`config.mk`:
```
export PLATFORM = sky130hd
export DESIGN_NAME = id_ex_ctrl
export DESIGN_NICKNAME = d
export VERILOG_FILES = /design/src/rtl/id_ex_ctrl.sv
export SDC_FILE = /design/constraint.sdc
export NUM_CORES = 1
export LEC_CHECK = 0
export ABC_AREA = 0
export BUFFER_PORTS_ARGS = -buffer_cell sky130_fd_sc_hd__buf_2
export CAP_MARGIN = 30
export CORE_MARGIN = 5
export CORE_UTILIZATION = 45
export DETAILED_ROUTE_END_ITERATION = 7
export GPL_TIMING_DRIVEN = 0
export PLACE_DENSITY = 0.78
export SLEW_MARGIN = 20
export SYNTH_ARGS = -nofsm -noshare
export SYNTH_HDL_FRONTEND = slang
export SYNTH_SLANG_ARGS = --single-unit
```
`constraint.sdc`:
```
create_clock -name clk -period 2.57 [get_ports clk]
set_clock_uncertainty 0.05 [all_clocks]
set_input_delay 0.1285 -clock clk [delete_from_list [all_inputs] [get_ports clk]]
set_output_delay 0.1285 -clock clk [all_outputs]
set_load 0.01 [all_outputs]
```
`src/rtl/id_ex_ctrl.sv`:
```
// ID/EX control register: decodes the ID-stage opcode, detects load-use hazards and inserts bubbles.
// Optional load-use stall counter is built when STALL_CNT_EN is defined.
module id_ex_ctrl (
    input  logic        clk,
    input  logic        rst_n,
    input  logic [31:0] instr_d,
    input  logic        valid_d,
    input  logic        flush_i,
    output logic        valid_e,
    output logic        reg_write_e,
    output logic        mem_write_e,
    output logic        mem_read_e,
    output logic        alu_src_e,
    output logic        result_src_e,
    output logic        branch_e,
    output logic [1:0]  imm_src_e,
    output logic [4:0]  rd_e,
    output logic [4:0]  rs1_e,
    output logic [4:0]  rs2_e,
    output logic        illegal_e,
    output logic        stall_f,
    output logic        stall_d
`ifdef STALL_CNT_EN
    ,
    output logic [31:0] stall_cnt
`endif
);

    localparam logic [6:0] OP_IALU   = 7'b0010011;
    localparam logic [6:0] OP_LOAD   = 7'b0000011;
    localparam logic [6:0] OP_STORE  = 7'b0100011;
    localparam logic [6:0] OP_RTYPE  = 7'b0110011;
    localparam logic [6:0] OP_BRANCH = 7'b1100011;

    logic [4:0] rs1_d, rs2_d, rd_d;
    logic       supported;
    logic       uses_rs2;
    logic       dec_reg_write, dec_mem_write, dec_mem_read;
    logic       dec_alu_src, dec_result_src, dec_branch;
    logic [1:0] dec_imm_src;
    logic       hazard;
    logic       bubble;
    logic       illegal_next;

    assign rs1_d = instr_d[19:15];
    assign rs2_d = instr_d[24:20];
    assign rd_d  = instr_d[11:7];

    always_comb begin
        supported      = 1'b1;
        uses_rs2       = 1'b0;
        dec_reg_write  = 1'b0;
        dec_mem_write  = 1'b0;
        dec_mem_read   = 1'b0;
        dec_alu_src    = 1'b0;
        dec_result_src = 1'b0;
        dec_branch     = 1'b0;
        dec_imm_src    = 2'b00;
        case (instr_d[6:0])
            OP_IALU: begin
                dec_reg_write = 1'b1;
                dec_alu_src   = 1'b1;
            end
            OP_LOAD: begin
                dec_reg_write  = 1'b1;
                dec_mem_read   = 1'b1;
                dec_alu_src    = 1'b1;
                dec_result_src = 1'b1;
            end
            OP_STORE: begin
                dec_imm_src   = 2'b01;
                dec_mem_write = 1'b1;
                dec_alu_src   = 1'b1;
                uses_rs2      = 1'b1;
            end
            OP_RTYPE: begin
                dec_reg_write = 1'b1;
                uses_rs2      = 1'b1;
            end
            OP_BRANCH: begin
                dec_imm_src = 2'b10;
                dec_branch  = 1'b1;
                uses_rs2    = 1'b1;
            end
            default: supported = 1'b0;
        endcase
    end

    // rs1 is a source of every supported format; an unsupported opcode has no sources
    assign hazard = valid_d && mem_read_e && valid_e && (rd_e != 5'd0) && supported &&
                    ((rd_e == rs1_d) || (uses_rs2 && (rd_e == rs2_d)));

    assign stall_f      = hazard && !flush_i;
    assign stall_d      = hazard && !flush_i;
    assign bubble       = hazard || flush_i || !valid_d || !supported;
    assign illegal_next = valid_d && !flush_i && !supported;

    always_ff @(posedge clk or negedge rst_n) begin
        if (!rst_n) begin
            valid_e      <= 1'b0;
            reg_write_e  <= 1'b0;
            mem_write_e  <= 1'b0;
            mem_read_e   <= 1'b0;
            alu_src_e    <= 1'b0;
            result_src_e <= 1'b0;
            branch_e     <= 1'b0;
            imm_src_e    <= 2'b00;
            rd_e         <= 5'd0;
            rs1_e        <= 5'd0;
            rs2_e        <= 5'd0;
            illegal_e    <= 1'b0;
        end else begin
            illegal_e <= illegal_next;
            if (bubble) begin
                valid_e      <= 1'b0;
                reg_write_e  <= 1'b0;
                mem_write_e  <= 1'b0;
                mem_read_e   <= 1'b0;
                alu_src_e    <= 1'b0;
                result_src_e <= 1'b0;
                branch_e     <= 1'b0;
                imm_src_e    <= 2'b00;
                rd_e         <= 5'd0;
                rs1_e        <= 5'd0;
                rs2_e        <= 5'd0;
            end else begin
                valid_e      <= 1'b1;
                reg_write_e  <= dec_reg_write;
                mem_write_e  <= dec_mem_write;
                mem_read_e   <= dec_mem_read;
                alu_src_e    <= dec_alu_src;
                result_src_e <= dec_result_src;
                branch_e     <= dec_branch;
                imm_src_e    <= dec_imm_src;
                rd_e         <= rd_d;
                rs1_e        <= rs1_d;
                rs2_e        <= rs2_d;
            end
        end
    end

`ifdef STALL_CNT_EN
    always_ff @(posedge clk or negedge rst_n) begin
        if (!rst_n) begin
            stall_cnt <= 32'd0;
        end else if (stall_d) begin
            stall_cnt <= stall_cnt + 32'd1;
        end
    end
`endif

endmodule

```
## Yosys cells after proc, flatten, opt, wreduce, memory -nomap -nowiden

Cells that the tools add are included.

- Logic and storage cells: 57
- Input port bits: 36
- Register bits after elaboration: 24
- Output and inout bits: 27

- Equality and inequality tests: 7
- Reductions and logical operators: 21
- Multiplexer cells: 18

Operators with widths:

| kind | number |
|---|---|
| 2-to-1 mux 5 bit | 3 |
| equality test 7 x 6 -> 1 bit, second input constant | 2 |
| 2-to-1 mux 1 bit | 13 |
| equality test 5 bit | 2 |
| logical AND 1 bit | 9 |
| OR reduction 3 bit | 3 |
| equality test 7 x 2 -> 1 bit, second input constant | 1 |
| equality test 7 x 5 -> 1 bit, second input constant | 1 |
| equality test 7 bit, second input constant | 1 |
| nonzero test 5 bit | 1 |
| OR reduction 5 bit | 1 |
| logical OR 1 bit | 4 |
| case mux 2 bit (2 select lines) | 1 |
| logical NOT 1 bit | 3 |
| 2-to-1 mux 2 bit | 1 |

## Longest topological paths before layout

Gate-level depths: netlist (run 1).

- Depth after elaboration: 10
- Mapped depth: 5
- Gate-level depth less buffers: 4

## Worst setup path after synthesis (run 1)

OpenSTA, ideal clock, no wires.

- Path type: reg-to-output
- Start: register rd_e[1]
- End: output stall_f
- Data arrival time: 1,554 ps
- Required time: 2,391 ps
- Slack: 837 ps
- Cell stages (with the launch flop): 6
- Path through: dfrtp_1 -> or4_1 -> nor2_2 -> nor3b_4 -> and3b_2 -> buf_4

- Word-level cells in the longest chain between the ends: 5

Ends and longest elaborated chain:

| element | RTL line | RTL |
|---|---|---|
| from (decl) | 17 | `output logic [4:0] rd_e,` |
| from (signal assigned) | 135 | `rd_e <= rd_d;` |
| equality test 5 bit or nonzero test 5 bit (tied branches) | 91, 90 |  |
| logical AND 1 bit (on tied branches) | 91, 90 |  |
| logical OR 1 bit or logical AND 1 bit (tied branches) | 91, 90 |  |
| logical AND 1 bit (*) | 90 | `assign hazard = valid_d && mem_read_e && valid_e && (rd_e != 5'd0) && supported &&` |
| logical AND 1 bit (*) | -- |  |
| to (decl) | 21 | `output logic stall_f,` |

Mark *: on every way between the ends. The rest lies on a longest branch, timed or not.

## Final worst setup path (run 1)

- Start: register rd_e[1]
- End: output stall_f

- Word-level cells in the longest chain between the ends: 5

Ends and longest elaborated chain:

| element | RTL line | RTL |
|---|---|---|
| equality test 5 bit or nonzero test 5 bit (tied branches) | 91, 90 |  |
| logical AND 1 bit (on tied branches) | 91, 90 |  |
| logical OR 1 bit or logical AND 1 bit (tied branches) | 91, 90 |  |
| logical AND 1 bit (*) | 90 |  |
| logical AND 1 bit (*) | 93 | `assign stall_f = hazard && !flush_i;` |

Marked as above.

==> metrics.yaml, run 1 <==
relSlewSlack_pct: 66.2
leakage_uw: 0.000795
r2r_cells: 5
synthFlopType: "dfrtp_1"
htree_levels: 1
pwr-share-clk_pct: 27.0
place_hpwl_um: 2280
yosys-top-cells-area: "dfrtp_1, nand3_1, a21oi_2"
syn_to_final_growth_pct: 32.9
cts.path.max_buffers: 2
critical_path_class: "reg2out"
final_area_mm2: 0.00156
remaining_drc_errors: 0
place_congestion: 0.737
die_h_um: 61.0
drt_pass1_iterations: 4
use_met3_pct: 3.35
comb_power_share_pct: 12.9
ys_seq_area_share_pct: 49.1
grt_pass1_wl_um: 4910
path_clk_slew_ps: 120
crit_path_start: "rd_e[1]"
layout_setup_ws_ps: 360
start_util_pct: 47.3
worstSetupEndpoint: "stall_f"
irDropWorstVdd_v: 0.000316
rows: 18
fin_crit_sh_pct: 86.0
drv_cap: 0
cp_max_fo: 5
power_uw: 607
fmaxAchievable_mhz: 453
power_density_mw_per_mm2: 390
grt_max_degree: 24
synth-xor-area-share_pct: 7.48
worst_pin_slew_ps: 506
r2r_end: "rd_e[1]"
synthArstFlopShare_pct: 100
numPortBuffers: 52
drt-total-wl_um: 2970
synthesis.nets: 141
cts_post_setup_buffers_inserted: 0
synth_top_family_by_area: "simple AND/OR/NAND/NOR gates"
r2r-start: "rd_e[0]"
drtIter0Drc: 15
cts-hold-fix-buffers: 5
grt-busiest-layer: "met2"
setup_viol: 0
p_sw_share_pct: 24.5
synth_cells: 105
antenna_found_initial: 0
cts_root_buffer: "clkbuf_4"
io_pins: 63
wl_per_cell_um: 15.1
antennaDiodeCount: 0
core_area_mm2: 0.00248
layout.nets: 204
synth-seq-cells: 23
dieWidth_um: 61.0
use_met1_pct: 20.7
p_int_uw: 458
synthMuxAreaShare_pct: 0
synth.cell_area_mm2: 0.00117
synth.avg_cell_area_um2: 11.2
final_common_cell: "buf_2"
slew_viol_final: 0
p_sw_uw: 149
cts_resized: 0
synth_largest_area_cell: "dfrtp_1"
yosysTopAreaCellShare_pct: 49.1
status: "finished, final reports clean"
dr_total_vias: 1019
synth_compound_gate_area_share_pct: 16.6
placed_cell_area_mm2: 0.00147
final_cell_mix: "buf_2, dfrtp_1, nand3_1"
synth_enable_flop_cells: 0
setup_tns_ps: 0
synth_warnings: 0
synthAdderAreaFrac_pct: 0
gr-total-overflow: 0
grt_usage_pct: 17.7
cp.arrival_ps: 2030
antenna_left: 0
period_minus_slack_ps: 2210
critPathCaptureType: "output port"
pre_cts_slack_ps: 715
start_kind: "flip-flop"
pwr-share-seq_pct: 60.1
grt_pass1_vias: 1093
rrSetupSlack_ps: 860
hold_path_class: "in2reg"
rsz0062_at_grt: "false"
required_ps: 2390
finalHoldViolCount: 0
cts_tree: "yes"
gr-usage-met2_pct: 32.4
fillCellCount: 231
worstSkewPairLatency_ps: 300
numCtsBuffers: 3
layout-drive-gt1-share_pct: 47.9
synth-simple-area-share_pct: 20.6
cts_sinks: 23
viasPerCell: 5.17
fp.dieArea_mm2: 0.00372
synth_cell_types: 26
through the flow:
step	util (%)	hold slack (ps)	cells
after floorplan	-	-217	105
after global placement	59.3	59.8	187
after detailed placement	59.3	75.8	187
after CTS	62.4	0.471	196
after global routing	62.8	0.519	197
final	62.8	10.8	197
worst min path at each step:
stage / from / to / slack [ps] / cells after the start
global placement: rst_n / alu_src_e / 60 / 1
finish: instr_d[21] / rs2_e[1] / 10 / 3
global route: instr_d[16] / rs1_e[1] / 0.5 / 3
detailed placement: rst_n / reg_write_e / 80 / 1
floorplan: rst_n / alu_src_e / -220 / 0
CTS: instr_d[8] / rd_e[1] / 0.5 / 3
cells by family after synthesis:
family / Yosys count
compound gates: 26
xor+xnor: 10
buf+inv: 10
flops: 23
simple gates: 36
area by class of cell:
cell class | count | area (µm²) | area share, %
Buffer | 10 | 72.6 | 4.66
Clock buffer | 3 | 22.5 | 1.45
Clock inverter | 1 | 5.00 | 0.322
Multi-Input combinational cell | 72 | 523 | 33.6
Sequential cell | 23 | 576 | 37.0
Tap cell | 30 | 37.5 | 2.41
Timing Repair Buffer | 58 | 320 | 20.6
critical path, stage by stage (launching register included):
cell	delay, ps
dfrtp_1	460
or4_1	580
nor2_2	150
nor3b_4	80
and3b_2	210
buf_4	120
buf_2	130
Yosys cell counts, types with 3 or more instances:
cell,n
a21oi_2,10
a21oi_1,10
dfrtp_1,23
xnor2_1,10
buf_4,4
or4_1,3
nand3_1,19
layer usage:
metal | wire length, µm | vias up
met3 | 266 | 6
met2 | 1500 | 37
met1 | 1170 | 477
li1 | - | 499
met5 | 0 | -
met4 | 42 | 0
sequential cells by signal, summed over array words and instances (netlist names):
name / flops
rs2_e: 5
result_src_e: 1
reg_write_e: 1
valid_e: 1
alu_src_e: 1
rd_e: 5
rs1_e: 5
illegal_e: 1
imm_src_e: 2
branch_e: 1
power groups by stage:
stage	clock [µW]	combinational (µW)	sequential, µW
after floorplan	0	27.7	373
after global placement	0	67.8	372
after detailed placement	0	71.1	372
after CTS	169	77.4	365
after global routing	185	86.4	365
final	164	78.2	365
No activity file was read; power rests on OpenSTA's default activity.
==> run 2: changes to the inputs <==
CORE_UTILIZATION = 35   (was 45)
PLACE_DENSITY = 0.63   (was 0.78)
==> run 2 against run 1 <==
Effect of this change:
- count of clock-buffer cells in the layout rose by 1
- maximum frequency rose by 1.4%
- critical path type unchanged
- final cell count rose by 11%
- sequential share of layout area fell by 1.6 points
- die area rose by 24%
- worst setup slack improved by 30 ps
- non-clock buffer count rose by 5
- via count fell by 2.6%
==> metrics.yaml, run 2 (synthesis results as in run 1) <==
p_sw_uw: 143
drtIter0Drc: 25
cp_max_fo: 5
largestRegisters: "rd_e: 5 flops, rs1_e: 5 flops, rs2_e: 5 flops"
cp.arrival_ps: 2000
drt_pass1_iterations: 4
grt_pass1_wl_um: 4350
fmaxAchievable_mhz: 459
hold_path_class: "in2reg"
rows: 21
grt_max_degree: 24
antenna_left: 0
critical_path.cell_chain: "or4_1 > nor2_2 > nor3b_4 > and3b_2 > buf_4 > buf_2"
setup_viol: 0
grt_pass1_vias: 970
cts_resized: 0
layout-drive-gt1-share_pct: 45.9
place_congestion: 0.769
placed_cell_area_mm2: 0.00149
pre_cts_slack_ps: 730
io_pins: 63
wl_per_cell_um: 12.4
place_hpwl_um: 2140
final_cell_mix: "buf_2, dfrtp_1, nand3_1"
gr-total-overflow: 0
final_cells: 218
layout_setup_ws_ps: 390
crit_slowest_cell: "or4_1"
rsz0062_at_grt: "false"
cts.path.max_buffers: 2
numPortBuffers: 52
setup_tns_ps: 0
drv_cap: 0
required_ps: 2390
pwr-share-clk_pct: 26.6
final_common_cell: "buf_2"
comb_power_share_pct: 13.5
leakage_uw: 0.000813
cts_root_buffer: "clkbuf_4"
start_util_pct: 35.7
worstHoldPathCells: 3
grt_usage_pct: 12.5
finalHoldViolCount: 0
slew_viol_final: 0
pwr-share-seq_pct: 59.9
fp.dieArea_mm2: 0.00460
dp.cells: 203
antenna_found_initial: 0
core_area_mm2: 0.00328
critPathCaptureType: "output port"
worst_pin_slew_ps: 488
layout.nets: 209
cts_sinks: 23
period_minus_slack_ps: 2180
path_clk_slew_ps: 120
htree_levels: 1
numCtsBuffers: 3
p_sw_share_pct: 23.5
final_area_mm2: 0.00163
status: "finished, final reports clean"
p_int_uw: 466
r2r_cells: 5
max_stage_delay_ps: 560
dr_total_vias: 992
viasPerCell: 4.55
die_h_um: 67.8
critical_path_class: "reg2out"
cts_post_setup_buffers_inserted: 0
power_density_mw_per_mm2: 375
antennaDiodeCount: 0
syn_to_final_growth_pct: 38.8
start_kind: "flip-flop"
dieWidth_um: 67.8
drt-total-wl_um: 2700
irDropWorstVdd_v: 0.000314
fin_crit_sh_pct: 84.8
relSlewSlack_pct: 67.5
cts_tree: "yes"
worstSkewPairLatency_ps: 310
remaining_drc_errors: 0
-- run 2: cell count changes in the layout (fill, tap and decap cells not counted), sizes merged --
| cell | change |
|---|---|
| dlygate4sd3 | +5 |
| clkbuf | +1 |
| clkinv | -1 |
-- run 2: path summary, 6_finish.rpt --
path                                    from            to  slack (ps)
max in group asynchronous              rst_n  result_src_e        1880
worst max-delay path                 rd_e[1]       stall_f         390
worst max register to register       rd_e[1]       rd_e[2]         930
worst min register to register  result_src_e       rd_e[4]         860
min in group asynchronous              rst_n      rs2_e[3]         250
worst min-delay path             instr_d[24]      rs2_e[4]          20
-- run 2: final cells by class --
| type | count | area (µm²) |
|---|---|---|
| Buffer | 10 | 72.6 |
| Clock buffer | 4 | 26.3 |
| Fill cell | 317 | 1660 |
| Multi-Input combinational cell | 72 | 523 |
| Sequential cell | 23 | 576 |
| Tap cell | 46 | 57.6 |
| Timing Repair Buffer | 63 | 370 |
-- run 2: worst max-delay path, delay by kind of cell, from the launching register on --
kind	cells	cell delay (ps)
buffers and inverters	2	250
DFF	1	450
and+or+nand+nor	4	1010
-- run 2: per-stage QoR --
step	util [%]	hold slack, ps	total power [µW]
4_1_cts	48.3	0.556	614
5_1_grt	49.5	11.5	644
6_report	49.5	15.2	609
3_3_place_gp	45.3	69.8	441
3_5_place_dp	45.3	75.6	442
2_1_floorplan	-	-217	401
-- run 2: per-layer routing --
metal / global-route usage [%] / vias up / wire [µm]
li1: - / 508 / -
met1: 15.3 / 448 / 1120
met2: 22.2 / 34 / 1380
met3: 3.28 / 2 / 194
met4: 2.23 / 0 / 10
met5: 0 / - / 0
-- run 2: repair_timing --
| item | in CTS | in global routing |
|---|---|---|
| endpoints found under the setup margin | 0 | 0 |
| endpoints found under the hold margin | 29 | 4 |
| hold buffers | 7 | 4 |
-- run 2: power groups by stage --
stage | registers, µW | clock network (µW) | logic (µW)
finish | 365 | 162 | 82.1
global route | 365 | 188 | 91.1
CTS | 365 | 171 | 78.6
detailed placement | 372 | 0 | 70.3
global placement | 372 | 0 | 68.9
floorplan | 373 | 0 | 27.7
==> run 3: changes to the inputs <==
PLACE_DENSITY = 0.66   (was 0.63)
clock period = 2 ns   (was 2.57 ns; I/O delays follow)
==> run 3 against run 2 <==
Effect of this change:
- the flow now finishes with violations (negative setup slack)
- die area unchanged
- clock power increased by 30%
- total power increased by 31%
- final cell count increased by 6.0%
- non-clock buffer count increased by 13
- sequential power increased by 28%
- global-route usage increased by 1.1 points
- sequential share of layout area decreased by 2.9 points
- count of clock-buffer cells in the layout unchanged
- largest cell class unchanged
- combinational power increased by 45%
- utilization increased by 4.4 points
- final area increased by 8.9%
- largest power group unchanged
==> metrics.yaml, run 3 (synthesis results as in run 1) <==
status: "finished with violations"
violations: "negative setup slack"
critPathBufInv: 2
relSlewSlack_pct: 66.8
cts_tree: "yes"
layout-drive-gt1-share_pct: 47.6
drt_pass1_iterations: 4
start_kind: "flip-flop"
htree_levels: 1
pre_cts_slack_ps: 191
dieWidth_um: 67.8
drv_cap: 0
gr-total-overflow: 0
fin_crit_sh_pct: 101
required_ps: 1850
remaining_drc_errors: 0
worst_pin_slew_ps: 498
fmaxAchievable_mhz: 496
antenna_left: 0
place_hpwl_um: 2170
dr_total_vias: 1065
worstSkewPairLatency_ps: 310
path_clk_slew_ps: 120
slew_viol_final: 0
hold_path_class: "in2reg"
final_cell_mix: "buf_2, dfrtp_1, nand3_1"
power_density_mw_per_mm2: 451
drt-total-wl_um: 3000
cp.arrival_ps: 1870
cts.path.max_buffers: 2
start_util_pct: 35.7
cp_max_fo: 3
critPathCaptureType: "output port"
setup_viol: 1
crit_top_cell: "buf_6"
io_pins: 63
grt_pass1_wl_um: 4780
max_stage_delay_ps: 540
irDropWorstVdd_v: 0.000232
drtIter0Drc: 33
grt_pass1_vias: 1065
largestRegisters: "rd_e: 5 flops, rs1_e: 5 flops, rs2_e: 5 flops"
critical_path_class: "reg2out"
period_minus_slack_ps: 2020
leakage_uw: 0.000879
grt_max_degree: 24
finalHoldViolCount: 0
viasPerCell: 4.61
fp.dieArea_mm2: 0.00460
layout.nets: 222
cp_top_family: "simple AND/OR/NAND/NOR gates"
die_h_um: 67.8
cts_sinks: 23
antenna_found_initial: 0
core_area_mm2: 0.00328
cts_root_buffer: "clkbuf_4"
rows: 21
critical_path.cell_chain: "or4_4 > nor2_4 > nor3b_4 > and3b_2 > buf_6 > buf_6"
final_common_cell: "buf_2"
place_congestion: 0.788
rsz0062_at_grt: "true"
grt_usage_pct: 13.6
setup_tns_ps: -15.9
numCtsBuffers: 3
antennaDiodeCount: 0
numPortBuffers: 52
syn_to_final_growth_pct: 51.2
layout_setup_ws_ps: -15.9
wl_per_cell_um: 13.0
crit_slowest_cell: "or4_4"
==> run 3: final timing paths <==
check	cells after the start	slack [ps]	end	startpoint
setup / recovery	6	-20	stall_f	rd_e[1]
hold / removal	3	40	result_src_e	instr_d[5]
setup reg to reg	5	310	result_src_e	rd_e[1]
hold reg to reg	4	910	imm_src_e[0]	valid_e
max in group asynchronous	2	1330	rd_e[4]	rst_n
min in group asynchronous	2	220	imm_src_e[1]	rst_n
==> run 3: layout make-up <==
class	count	area [µm²]
buffer	10	76.3
clock buffer	4	26.3
fill	295	1510
multi-input combinational	72	546
sequential	23	576
tap	46	57.6
timing repair buffer	76	489
==> run 3: layer usage <==
metal,GRT usage (%),share of wire (%)
met5,0,0
met4,3.72,0.37
met3,2.13,7.1
met2,24.9,51
met1,16.5,42
==> run 3: tightest hold or removal path, cell delays in order <==
cell	delay, ps
buf_2	110
or4_1	110
a211oi_1	50
==> run 3: repair_timing <==
item	4_1_cts	5_1_grt
pin swaps	3	2
setup buffers	5	2
setup endpoints to repair	2	2
hold buffers	17	0
endpoints found under the hold margin	40	0
resized for setup	5	1
==> run 3: report_power, final <==
group | switching [µW] | total (µW) | leakage [µW] | internal, µW
registers | 1.10 | 469 | 0.000320 | 468
clock network | 133 | 210 | 0.0000150 | 77.8
logic | 56.8 | 119 | 0.000544 | 62.6
total | 191 | 799 | 0.000879 | 608
==> run 3: metrics by stage <==
step	cell area, µm²	power [µW]	util [%]	hold slack (ps)	cells
2_1_floorplan	1170	515	-	-246	105
3_3_place_gp	1490	566	45.3	36.7	203
3_5_place_dp	1490	568	45.3	45.2	203
4_1_cts	1750	801	53.2	37.3	229
5_1_grt	1770	835	53.9	42.7	231
6_report	1770	799	53.9	42.4	231
